[config.mk]
export PLATFORM = sky130hd
export DESIGN_NAME = multdiv_exec_unit_flat
export DESIGN_NICKNAME = d
export VERILOG_FILES = /design/src/rtl/multdiv_exec_unit_pkg.sv /design/src/rtl/multdiv_exec_unit_if.sv /design/src/rtl/multdiv_exec_unit_iter_engine.sv /design/src/rtl/multdiv_exec_unit.sv /design/src/flat_wrapper.sv
export SDC_FILE = /design/constraint.sdc
export NUM_CORES = 1
export LEC_CHECK = 0
export ABC_AREA = 1
export CORE_MARGIN = 2
export CORE_UTILIZATION = 31
export CTS_BUF_LIST = sky130_fd_sc_hd__clkbuf_4 sky130_fd_sc_hd__clkbuf_8 sky130_fd_sc_hd__clkbuf_16
export DETAILED_ROUTE_END_ITERATION = 6
export GPL_ROUTABILITY_DRIVEN = 0
export HOLD_SLACK_MARGIN = 0.08
export PLACE_DENSITY_LB_ADDON = 0.05
export SYNTH_ARGS = -nofsm -noshare
export SYNTH_HDL_FRONTEND = slang
export SYNTH_SLANG_ARGS = --single-unit
[constraint.sdc]
create_clock -name clock -period 11.4 [get_ports clock]
set_input_delay 2.28 -clock clock [delete_from_list [all_inputs] [get_ports clock]]
set_output_delay 2.28 -clock clock [all_outputs]
set_load 0.005 [all_outputs]
[src/rtl/multdiv_exec_unit_pkg.sv]
// multdiv_exec_unit_pkg: shared opcodes, status codes and FSM states for the mul/div execute unit.
package multdiv_exec_unit_pkg;
   localparam int DEF_DATA_W = 32;
   localparam int DEF_ITERS = 32;
   localparam logic [4:0] OPC_RTYPE = 5'b00000;
   localparam logic [4:0] ALUOP_MUL = 5'b00110;
   localparam logic [4:0] ALUOP_DIV = 5'b00111;
   localparam int RSTATUS_MUL = 4;
   localparam int RSTATUS_DIV = 5;
   typedef enum logic [1:0] {IDLE, BUSY, DONE} state_t;
endpackage

[src/rtl/multdiv_exec_unit_if.sv]
// multdiv_exec_unit_if: D/X issue bundle and X/M result bundle of the mul/div execute unit.
interface multdiv_exec_unit_if #(parameter int DATA_W = 32);
   logic              dx_valid;
   logic [4:0]        dx_opcode;
   logic [4:0]        dx_alu_op;
   logic [4:0]        dx_rd;
   logic [DATA_W-1:0] operand_a;
   logic [DATA_W-1:0] operand_b;
   logic              stall;
   logic              result_valid;
   logic [DATA_W-1:0] result;
   logic [4:0]        result_rd;
   logic              exception;
   logic [DATA_W-1:0] rstatus_value;
   modport master (
      output dx_valid, dx_opcode, dx_alu_op, dx_rd, operand_a, operand_b,
      input  stall, result_valid, result, result_rd, exception, rstatus_value
   );
   modport slave (
      input  dx_valid, dx_opcode, dx_alu_op, dx_rd, operand_a, operand_b,
      output stall, result_valid, result, result_rd, exception, rstatus_value
   );
endinterface

[src/rtl/multdiv_exec_unit_iter_engine.sv]
// multdiv_exec_unit_iter_engine: radix-2 shift-add multiply / non-restoring divide on operand magnitudes.
module multdiv_exec_unit_iter_engine #(parameter int W = 32) (
   input  logic         clock,
   input  logic         start,
   input  logic         step,
   input  logic         is_div,
   input  logic [W-1:0] a,
   input  logic [W-1:0] b,
   output logic [W-1:0] result,
   output logic         ovf
);
   logic [W:0]     hi, r_sh, sum, hi_nx;
   logic [W-1:0]   lo, mop, lo_nx, abs_a, abs_b, quo;
   logic [2*W-1:0] prod, sprod;
   logic           neg, div_q;
   // result/ovf reflect the state after the current step, so the last step's outcome is visible in-cycle
   always_comb begin
      abs_a = a[W-1] ? -a : a;
      abs_b = b[W-1] ? -b : b;
      r_sh  = {hi[W-1:0], lo[W-1]};
      sum   = div_q ? (hi[W] ? r_sh + {1'b0, mop} : r_sh - {1'b0, mop})
                    : hi + (lo[0] ? {1'b0, mop} : '0);
      hi_nx = div_q ? sum : {1'b0, sum[W:1]};
      lo_nx = div_q ? {lo[W-2:0], ~sum[W]} : {sum[0], lo[W-1:1]};
      prod  = {hi_nx[W-1:0], lo_nx};
      sprod = neg ? -prod : prod;
      quo   = neg ? -lo_nx : lo_nx;
      result = div_q ? quo : sprod[W-1:0];
      ovf    = div_q ? (~neg & lo_nx[W-1]) : ~(&sprod[2*W-1:W-1] | ~|sprod[2*W-1:W-1]);
   end
   always_ff @(posedge clock) begin
      if (start) begin
         hi    <= '0;
         lo    <= is_div ? abs_a : abs_b;
         mop   <= is_div ? abs_b : abs_a;
         neg   <= a[W-1] ^ b[W-1];
         div_q <= is_div;
      end else if (step) begin
         hi <= hi_nx;
         lo <= lo_nx;
      end
   end
endmodule

[src/rtl/multdiv_exec_unit.sv]
// multdiv_exec_unit: stalls the pipeline while an iterative mul/div runs, then pulses one result.
module multdiv_exec_unit
   import multdiv_exec_unit_pkg::*;
#(
   parameter int DATA_W     = DEF_DATA_W,
   parameter int ITERS      = DEF_ITERS,
   parameter int MUL_STATUS = RSTATUS_MUL,
   parameter int DIV_STATUS = RSTATUS_DIV
) (
   input logic clock,
   input logic reset,
   multdiv_exec_unit_if.slave io
);
   localparam int CW = $clog2(ITERS);
   state_t            state;
   logic [CW-1:0]     cnt;
   logic [4:0]        rd_q;
   logic              op_div, is_mul, is_div, issue, div0, last, eng_ovf;
   logic [DATA_W-1:0] eng_res;
   always_comb begin
      is_mul   = io.dx_alu_op == ALUOP_MUL;
      is_div   = io.dx_alu_op == ALUOP_DIV;
      issue    = io.dx_valid && io.dx_opcode == OPC_RTYPE && (is_mul || is_div) && state == IDLE;
      div0     = is_div && io.operand_b == '0;
      last     = cnt == CW'(ITERS - 1);
      io.stall = issue || state == BUSY;
   end
   multdiv_exec_unit_iter_engine #(.W(DATA_W)) u_engine (
      .clock  (clock),
      .start  (issue && !div0),
      .step   (state == BUSY),
      .is_div (is_div),
      .a      (io.operand_a),
      .b      (io.operand_b),
      .result (eng_res),
      .ovf    (eng_ovf)
   );
   always_ff @(posedge clock) begin
      if (reset) begin
         state            <= IDLE;
         cnt              <= '0;
         io.result_valid  <= 1'b0;
         io.result        <= '0;
         io.result_rd     <= '0;
         io.exception     <= 1'b0;
         io.rstatus_value <= '0;
      end else begin
         io.result_valid <= 1'b0;
         case (state)
            IDLE: if (issue) begin
               cnt    <= '0;
               rd_q   <= io.dx_rd;
               op_div <= is_div;
               state  <= div0 ? DONE : BUSY;
               // divide-by-zero is resolved at issue and never enters the engine
               if (div0) begin
                  io.result_valid  <= 1'b1;
                  io.result        <= '0;
                  io.result_rd     <= io.dx_rd;
                  io.exception     <= 1'b1;
                  io.rstatus_value <= DATA_W'(DIV_STATUS);
               end
            end
            BUSY: begin
               cnt <= cnt + 1'b1;
               if (last) begin
                  state            <= DONE;
                  io.result_valid  <= 1'b1;
                  io.result        <= eng_res;
                  io.result_rd     <= rd_q;
                  io.exception     <= eng_ovf;
                  io.rstatus_value <= eng_ovf ? DATA_W'(op_div ? DIV_STATUS : MUL_STATUS) : '0;
               end
            end
            default: state <= IDLE;
         endcase
      end
   end
endmodule

[src/flat_wrapper.sv]
// flat-port wrapper written by rule: the top's interface ports become plain ports
module multdiv_exec_unit_flat import multdiv_exec_unit_pkg::*;
#(
   parameter int DATA_W     = DEF_DATA_W,
   parameter int ITERS      = DEF_ITERS,
   parameter int MUL_STATUS = RSTATUS_MUL,
   parameter int DIV_STATUS = RSTATUS_DIV
)
  (clock, reset, io_dx_valid, io_dx_opcode, io_dx_alu_op, io_dx_rd, io_operand_a, io_operand_b, io_stall, io_result_valid, io_result, io_result_rd, io_exception, io_rstatus_value);
  multdiv_exec_unit_if #(.DATA_W(DATA_W)) io_i ();
  input logic clock;
  input logic reset;
  input wire logic [$bits(io_i.dx_valid)-1:0] io_dx_valid;
  input wire logic [$bits(io_i.dx_opcode)-1:0] io_dx_opcode;
  input wire logic [$bits(io_i.dx_alu_op)-1:0] io_dx_alu_op;
  input wire logic [$bits(io_i.dx_rd)-1:0] io_dx_rd;
  input wire logic [$bits(io_i.operand_a)-1:0] io_operand_a;
  input wire logic [$bits(io_i.operand_b)-1:0] io_operand_b;
  output wire logic [$bits(io_i.stall)-1:0] io_stall;
  output wire logic [$bits(io_i.result_valid)-1:0] io_result_valid;
  output wire logic [$bits(io_i.result)-1:0] io_result;
  output wire logic [$bits(io_i.result_rd)-1:0] io_result_rd;
  output wire logic [$bits(io_i.exception)-1:0] io_exception;
  output wire logic [$bits(io_i.rstatus_value)-1:0] io_rstatus_value;
  assign io_i.dx_valid = io_dx_valid;
  assign io_i.dx_opcode = io_dx_opcode;
  assign io_i.dx_alu_op = io_dx_alu_op;
  assign io_i.dx_rd = io_dx_rd;
  assign io_i.operand_a = io_operand_a;
  assign io_i.operand_b = io_operand_b;
  assign io_stall = io_i.stall;
  assign io_result_valid = io_i.result_valid;
  assign io_result = io_i.result;
  assign io_result_rd = io_i.result_rd;
  assign io_exception = io_i.exception;
  assign io_rstatus_value = io_i.rstatus_value;
  multdiv_exec_unit #(.DATA_W(DATA_W), .ITERS(ITERS), .MUL_STATUS(MUL_STATUS), .DIV_STATUS(DIV_STATUS)) u_core (.clock(clock), .reset(reset), .io(io_i));
endmodule
== Word level (Yosys, flattened, before mapping) ==
Cells that the tools add are included.

* Register bits: 183
* Bits of input ports: 82
* Logic and storage cells: 99
* Output and inout port bits: 72

* Add/subtract/negate cells: 8
* Bitwise gates (word level): 7
* Equality and inequality tests: 7
* Reductions and logical operators: 20
* Mux-type cells: 43

{| class="wikitable"
|+ Operators with widths
! kind !! count
|-
| 2-to-1 mux 32 bit || 17
|-
| one-hot mux 32 bit (2 select lines) || 2
|-
| 2-to-1 mux 33 bit || 3
|-
| negation 32 bit || 3
|-
| adder 33 x 32 -> 33 bit || 2
|-
| 2-to-1 mux 64 bit || 1
|-
| negation 64 bit || 1
|-
| AND reduction 33 bit || 1
|-
| OR reduction 33 bit || 1
|-
| subtractor 33 x 32 -> 33 bit || 1
|-
| logical NOT 32 bit || 1
|-
| 2-to-1 mux 5 bit || 4
|-
| one-hot mux 5 bit (2 select lines) || 2
|-
| equality test 5 x 3 -> 1 bit (second input constant) || 2
|-
| 2-to-1 mux 1 bit || 8
|-
| 2-to-1 mux 2 bit || 3
|-
| != test 2 x 1 -> 1 bit (second input constant) || 3
|-
| adder 5 x 1 -> 5 bit (second input constant) || 1
|-
| equality test 5 bit (second input constant) || 1
|-
| logical AND 1 bit || 5
|-
| logical NOT 5 bit || 1
|-
| inverter 1 bit || 4
|-
| one-hot mux 1 bit (2 select lines) || 2
|-
| one-hot mux 2 bit (2 select lines) || 1
|-
| other kinds (11) || 15
|}

== Logic depth before layout (Yosys ltp) ==
* Word-level depth: 15
* Gate-level depth with buffers: 52
* Mapped depth without buffers: 51

== By module ==
From an unflattened synthesis, not the netlist that was laid out.

* Cells, all modules: 3,239
* Area, all modules: 18,342.6 um^2

{| class="wikitable"
|+ By module, submodules not included
! module !! cells each !! area an instance (um^2) !! instances
|-
| multdiv_exec_unit_iter_engine || 2,823 || 15,508.6 || 1
|-
| multdiv_exec_unit || 416 || 2,834.0 || 1
|}

== Worst setup path after synthesis ==
Ideal clock, no wire load.

* Kind: register -> register
* Start: reg u_core.u_engine.mop[1]
* End: reg u_core.io.rstatus_value[0]
* Path buffers: 1
* Period minus slack after synthesis: 5.847 ns
* Stages on the path, launching flop included: 51
* Setup slack: 5.553 ns
* Data arrival time: 5.715 ns
* Cells stage by stage: edfxtp_1 > nor3_1 > nor3b_1 > nand4_1 > nor3_1 > nand2_1 > nor2_1 > nand3_1 > nor2_1 > nand3_1 > inv_1 > nand2_1 > o31ai_1 > nand2_1 > xor2_1 > ha_1 > inv_1 > nor3_1 > (+15 left out) > nand2_2 > nand3_2 > nor2_2 > nand2_1 > nor2_2 > nand2_2 > nand2_1 > nand2_1 > nor2_1 > nand2_1 > nor2_1 > nand3_1 > nor2_1 > nand2_1 > nand3_1 > nand2_1 > nand3_1 > a21oi_1

* Word-level cells in the longest chain between the ends: 15

{| class="wikitable"
|+ Ends and longest elaborated chain
! item !! line !! source
|-
| start: declaration || multdiv_exec_unit_iter_engine.sv:13 || <nowiki>logic [W-1:0] lo, mop, lo_nx, abs_a, abs_b, quo;</nowiki>
|-
| start signal: assignment || multdiv_exec_unit_iter_engine.sv:35 || <nowiki>mop <= is_div ? abs_b : abs_a;</nowiki>
|-
| 2-to-1 mux 32 bit, or another cell as far along || multdiv_exec_unit_iter_engine.sv:22 || <nowiki>: hi + (lo[0] ? {1'b0, mop} : '0);</nowiki>
|-
| adder 33 x 32 -> 33 bit / 2-to-1 mux 33 bit (equally long branches) || multdiv_exec_unit_iter_engine.sv:22, multdiv_exec_unit_iter_engine.sv:21 ||
|-
| 2-to-1 mux 33 bit (*) || multdiv_exec_unit_iter_engine.sv:21 || <nowiki>sum = div_q ? (hi[W] ? r_sh + {1'b0, mop} : r_sh - {1'b0, mop})</nowiki>
|-
| inverter 1 bit || multdiv_exec_unit_iter_engine.sv:24 || <nowiki>lo_nx = div_q ? {lo[W-2:0], ~sum[W]} : {sum[0], lo[W-1:1]};</nowiki>
|-
| 2-to-1 mux 32 bit || multdiv_exec_unit_iter_engine.sv:24 ||
|-
| negation 64 bit || multdiv_exec_unit_iter_engine.sv:26 || <nowiki>sprod = neg ? -prod : prod;</nowiki>
|-
| 2-to-1 mux 64 bit (*) || multdiv_exec_unit_iter_engine.sv:26 ||
|-
| OR reduction 33 bit || multdiv_exec_unit_iter_engine.sv:29 || <nowiki>ovf = div_q ? (~neg & lo_nx[W-1]) : ~(&sprod[2*W-1:W-1] | ~|sprod[2*W-1:W-1]);</nowiki>
|-
| logical NOT 1 bit || multdiv_exec_unit_iter_engine.sv:29 ||
|-
| OR 1 bit (*) || multdiv_exec_unit_iter_engine.sv:29 ||
|-
| inverter 1 bit (*) || multdiv_exec_unit_iter_engine.sv:29 ||
|-
| 2-to-1 mux 1 bit (*) || multdiv_exec_unit_iter_engine.sv:29 ||
|-
| 2-to-1 mux 32 bit (*) || multdiv_exec_unit.sv:72 || <nowiki>io.rstatus_value <= eng_ovf ? DATA_W'(op_div ? DIV_STATUS : MUL_STATUS) : '0;</nowiki>
|-
| 2-to-1 mux 32 bit (*) || multdiv_exec_unit.sv:66 || <nowiki>if (last) begin</nowiki>
|-
| one-hot mux 32 bit (2 select lines) (*) || multdiv_exec_unit.sv:49 || <nowiki>case (state)</nowiki>
|-
| end signal: assignment || multdiv_exec_unit.sv:61 || <nowiki>io.rstatus_value <= DATA_W'(DIV_STATUS);</nowiki>
|-
| end signal: assignment || multdiv_exec_unit.sv:72 ||
|-
| end: declaration || multdiv_exec_unit_if.sv:21 || <nowiki>output stall, result_valid, result, result_rd, exception, rstatus_value</nowiki>
|}

Mark *: on every way between the ends. The rest lies on a longest branch, timed or not. The select of a mux whose other input is x is not followed.
A chain may end at the register's enable or synchronous reset.

== Worst setup path in the final report ==
* Start: reg u_core.u_engine.mop[0]
* End: reg u_core.io.rstatus_value[0]

* Word-level cells in the longest chain between the ends: 15

{| class="wikitable"
|+ Ends and longest elaborated chain
! item !! line
|-
| 2-to-1 mux 32 bit, or another cell as far along || multdiv_exec_unit_iter_engine.sv:22
|-
| adder 33 x 32 -> 33 bit / 2-to-1 mux 33 bit (equally long branches) || multdiv_exec_unit_iter_engine.sv:22, multdiv_exec_unit_iter_engine.sv:21
|-
| 2-to-1 mux 33 bit (*) || multdiv_exec_unit_iter_engine.sv:21
|-
| inverter 1 bit || multdiv_exec_unit_iter_engine.sv:24
|-
| 2-to-1 mux 32 bit || multdiv_exec_unit_iter_engine.sv:24
|-
| negation 64 bit || multdiv_exec_unit_iter_engine.sv:26
|-
| 2-to-1 mux 64 bit || multdiv_exec_unit_iter_engine.sv:26
|-
| OR reduction 33 bit || multdiv_exec_unit_iter_engine.sv:29
|-
| logical NOT 1 bit || multdiv_exec_unit_iter_engine.sv:29
|-
| OR 1 bit || multdiv_exec_unit_iter_engine.sv:29
|-
| inverter 1 bit || multdiv_exec_unit_iter_engine.sv:29
|-
| 2-to-1 mux 1 bit (*) || multdiv_exec_unit_iter_engine.sv:29
|-
| 2-to-1 mux 32 bit (*) || multdiv_exec_unit.sv:72
|-
| 2-to-1 mux 32 bit (*) || multdiv_exec_unit.sv:66
|-
| one-hot mux 32 bit (2 select lines) (*) || multdiv_exec_unit.sv:49
|}

Marked as above.

==> impl_metrics.sql <==
INSERT INTO impl_metrics (metric_group, metric, value, unit) VALUES
('run_status', 'run_status', 'complete, no violations', ''),
('sta', 'rsz_0062_raised_after_global_routing', 'no', ''),
('cts', 'holdBufCountCts', '0', ''),
('setup_path', 'timing.critical_path.to_type', 'flop', ''),
('power_and_ir_drop', 'clock_power_share', '30.3', '%'),
('cts', 'post_cts_resize_count', '0', ''),
('floorplanning', 'die_x', '242', 'um'),
('finish', 'multi_input_comb_area', '11500', 'um^2'),
('sta', 'final_hold_viol_count', '0', ''),
('finish', 'nNetsFinal', '3333', ''),
('floorplanning', 'fp.dieArea', '58500', 'um^2'),
('floorplanning', 'floorplan.initialDensity', '31.2', '%'),
('global_route', 'antenna_found_initial', '0', ''),
('global_route', 'pin_count_of_the_biggest_net_entering_global_routing', '81', ''),
('cts', 'clkTransAtPathRegs', '60', 'ps'),
('sta', 'setup_violations', '0', ''),
('cts', 'cts_num_sinks', '152', ''),
('logic_synthesis', 'synth_edf_count', '72', ''),
('sta', 'maxSlewViolCount', '0', ''),
('power_and_ir_drop', 'p_sw', '771', 'uW'),
('global_route', 'grt_first_pass_wirelength', '112', 'mm'),
('setup_path', 'critical_path_max_stage_delay', '440', 'ps'),
('global_route', 'grt_ovf', '0', ''),
('setup_path', 'worstSetupPathType', 'flop to flop', ''),
('finish', 'filler_cell_count', '6390', ''),
('power_and_ir_drop', 'power.leakage', '0.0100', 'uW'),
('drt', 'num_vias', '19700', ''),
('global_route', 'vias_in_the_first_global_route', '18900', ''),
('sta', 'worst_slew_pin_slew', '994', 'ps'),
('logic_synthesis', 'gate_count_of_the_mapped_netlist', '3104', ''),
('cts', 'tritoncts_clock_tree', 'built', ''),
('logic_synthesis', 'netlist.top_cell.by_area', 'nand2_1', ''),
('sta', 'maxSlewHeadroom', '33.0', '%'),
('logic_synthesis', 'post_synth.cell_area_avg', '5.65', 'um^2'),
('finish', 'areaGrowthSynthToFinish', '13.4', '%'),
('logic_synthesis', 'synth_seq_area_share', '21.4', '%'),
('logic_synthesis', 'most_frequently_used_cell_type_in_the_post_synthesis_netlist', 'nand2_1', ''),
('cts', 'cts-buffers-inserted', '17', ''),
('drt', 'viasPerCell', '4.98', ''),
('power_and_ir_drop', 'sw_ratio', '40.7', '%'),
('power_and_ir_drop', 'design_internal_power', '1120', 'uW'),
('logic_synthesis', 'synth_common_cells', 'nand2_1 (1066), inv_1 (478), nor2_1 (326)', ''),
('power_and_ir_drop', 'vdd_ir_drop_max', '0.104', 'mV'),
('setup_path', 'cp_data_required_time', '11720', 'ps'),
('global_route', 'grtUsageTotal', '24.9', '%'),
('finish', 'area_of_all_sequential_standard_cells', '3760', 'um^2'),
('sta', 'fin_tns_setup', '0', 'ps'),
('finish', 'final_area', '19900', 'um^2'),
('setup_path', 'cp_slowest_cell', 'edfxtp_1', ''),
('power_and_ir_drop', 'power.total', '1890', 'uW'),
('placement', 'place_area', '19300', 'um^2'),
('logic_synthesis', 'synthTopCellsByArea', 'nand2_1 (23%), edfxtp_1 (12%), inv_1 (10%), dfxtp_1 (9.1%), nand3_1 (8.7%)', ''),
('setup_path', 'critPathMostFrequentCell', 'nand2_1', ''),
('setup_path', 'worstPathArrival', '7890', 'ps'),
('power_and_ir_drop', 'power_frac_seq', '31.8', '%'),
('drt', 'wl', '73.6', 'mm'),
('logic_synthesis', 'yosys_register_bits', '152', ''),
('power_and_ir_drop', 'pwr-share-comb', '37.9', '%'),
('placement', 'port_buffers', '123', ''),
('logic_synthesis', 'synth-async-reset-ratio', '0', '%'),
('setup_path', 'critical_path.startpoint_type', 'flop', ''),
('cts', 'cts_root_buf', 'clkbuf_16', ''),
('drt', 'dr_iter_0_viols', '1677', ''),
('drt', 'drt_first_pass_iters', '5', ''),
('logic_synthesis', 'synth.distinct_cells', '47', ''),
('floorplanning', 'pin_count', '154', ''),
('placement', 'dpl.hpwl', '61.0', 'mm'),
('setup_path', 'reg2reg_setup_slack', '3840', 'ps'),
('floorplanning', 'placeableCoreArea', '56200', 'um^2'),
('drt', 'drt_drc_violations_left', '0', ''),
('sta', 'finalWorstPathRequiredPeriod', '7560', 'ps');
[sequential cells by signal, summed over array words and instances, names as in the netlist, 2 cells and up]
| name | flops |
|---|---|
| u_core.cnt | 5 |
| u_core.io.result | 32 |
| u_core.io.result_rd | 5 |
| u_core.io.rstatus_value | 2 |
| u_core.rd_q | 5 |
| u_core.state | 2 |
| u_core.u_engine.hi | 33 |
| u_core.u_engine.lo | 32 |
| u_core.u_engine.mop | 32 |
[final cells by class]
class	count	share of cell area, %
clock inverter	13	0.610
tap	756	4.75
sequential	152	18.9
timing repair buffer	139	6.79
inverter	481	9.07
clock buffer	19	2.21
multi-input combinational	2384	57.6
[routing by layer]
layer  routed length, um  vias up  global-route usage, %  part of all wire [%]
met3                3340      109                   2.53                   4.5
met2               35700      598                   44.4                    49
met5                   0        -                      0                     0
met4                3240        0                   10.4                   4.4
met1               31300     9019                   30.6                    42
li1                    -     9934                      -                     -
[worst max-delay path, delay by kind of cell (launching register included)]
family | cells | cell delay, ps
buffers and inverters | 3 | 220
flip-flops | 1 | 440
XOR/XNOR | 1 | 160
AO/OA/AOI/OAI | 3 | 440
adder cells (fa/ha/maj) | 2 | 660
AND/OR/NAND/NOR | 40 | 5480
[stage by stage]
step / util (%) / std cells / hold WS, ps / setup slack, ps
global placement: 34.4 / 3912 / 451 / 4070
global route: 35.4 / 3944 / 491 / 2810
finish: 35.4 / 3944 / 462 / 3840
detailed placement: 34.4 / 3912 / 452 / 3900
CTS: 35.4 / 3944 / 462 / 3870
floorplan: - / 3133 / 441 / 5550
[cells in the final DEF, fill, tap and decap left out, types with 4 or more instances in the layout]
master           Yosys  routed
xnor2_1             24      24
o21ai_2              7       7
edfxtp_1            72      72
nand2_2             11      11
o21ai_0            145     145
xor2_1              70      70
conb_1               1      30
nand4_1             38      38
nor2_1             326     325
nor4_1               6       6
o22ai_1             23      23
nor3_2               7       8
buf_4               35      16
clkinv_4             0       4
nor2_2               9       9
o211ai_1            14      14
nand3b_1            18      18
o21bai_1             5       5
nand3_1            306     306
inv_2                2       5
o21ai_1             15      15
nand2_1           1066    1066
nor3_1              43      42
nand3_2              4       4
a21oi_1             97      97
dfxtp_1             80      80
or2_2               12      12
clkdlybuf4s50_1      0     123
ha_1                74      74
clkbuf_16            0      17
inv_1              478     476
a31oi_1             14      14
[cell families after synthesis]
family	Yosys count	share of synthesized area [%]
fa+ha+maj	76	5.50
buf+inv	597	13.9
compound gates	334	10.4
simple gates	1850	44.0
flops	152	21.4
xor+xnor	94	4.69
other cells	1	0.0214
[worst paths after layout]
kind / from / to / depth (start not counted)
min: u_core.io.result[17] / u_core.io.result[17] / 2
max reg2reg: u_core.u_engine.mop[0] / u_core.io.rstatus_value[0] / 49
min reg2reg: u_core.io.result[17] / u_core.io.result[17] / 2
max: u_core.u_engine.mop[0] / u_core.io.rstatus_value[0] / 49
[power by group through the flow]
stage / registers (uW) / logic, uW / clock network [uW]
2_1_floorplan: 603 / 496 / 0
3_3_place_gp: 615 / 709 / 0
3_5_place_dp: 615 / 713 / 0
4_1_cts: 603 / 718 / 587
5_1_grt: 602 / 812 / 607
6_report: 602 / 718 / 573
Note: power is estimated with default switching activity, not from simulation.
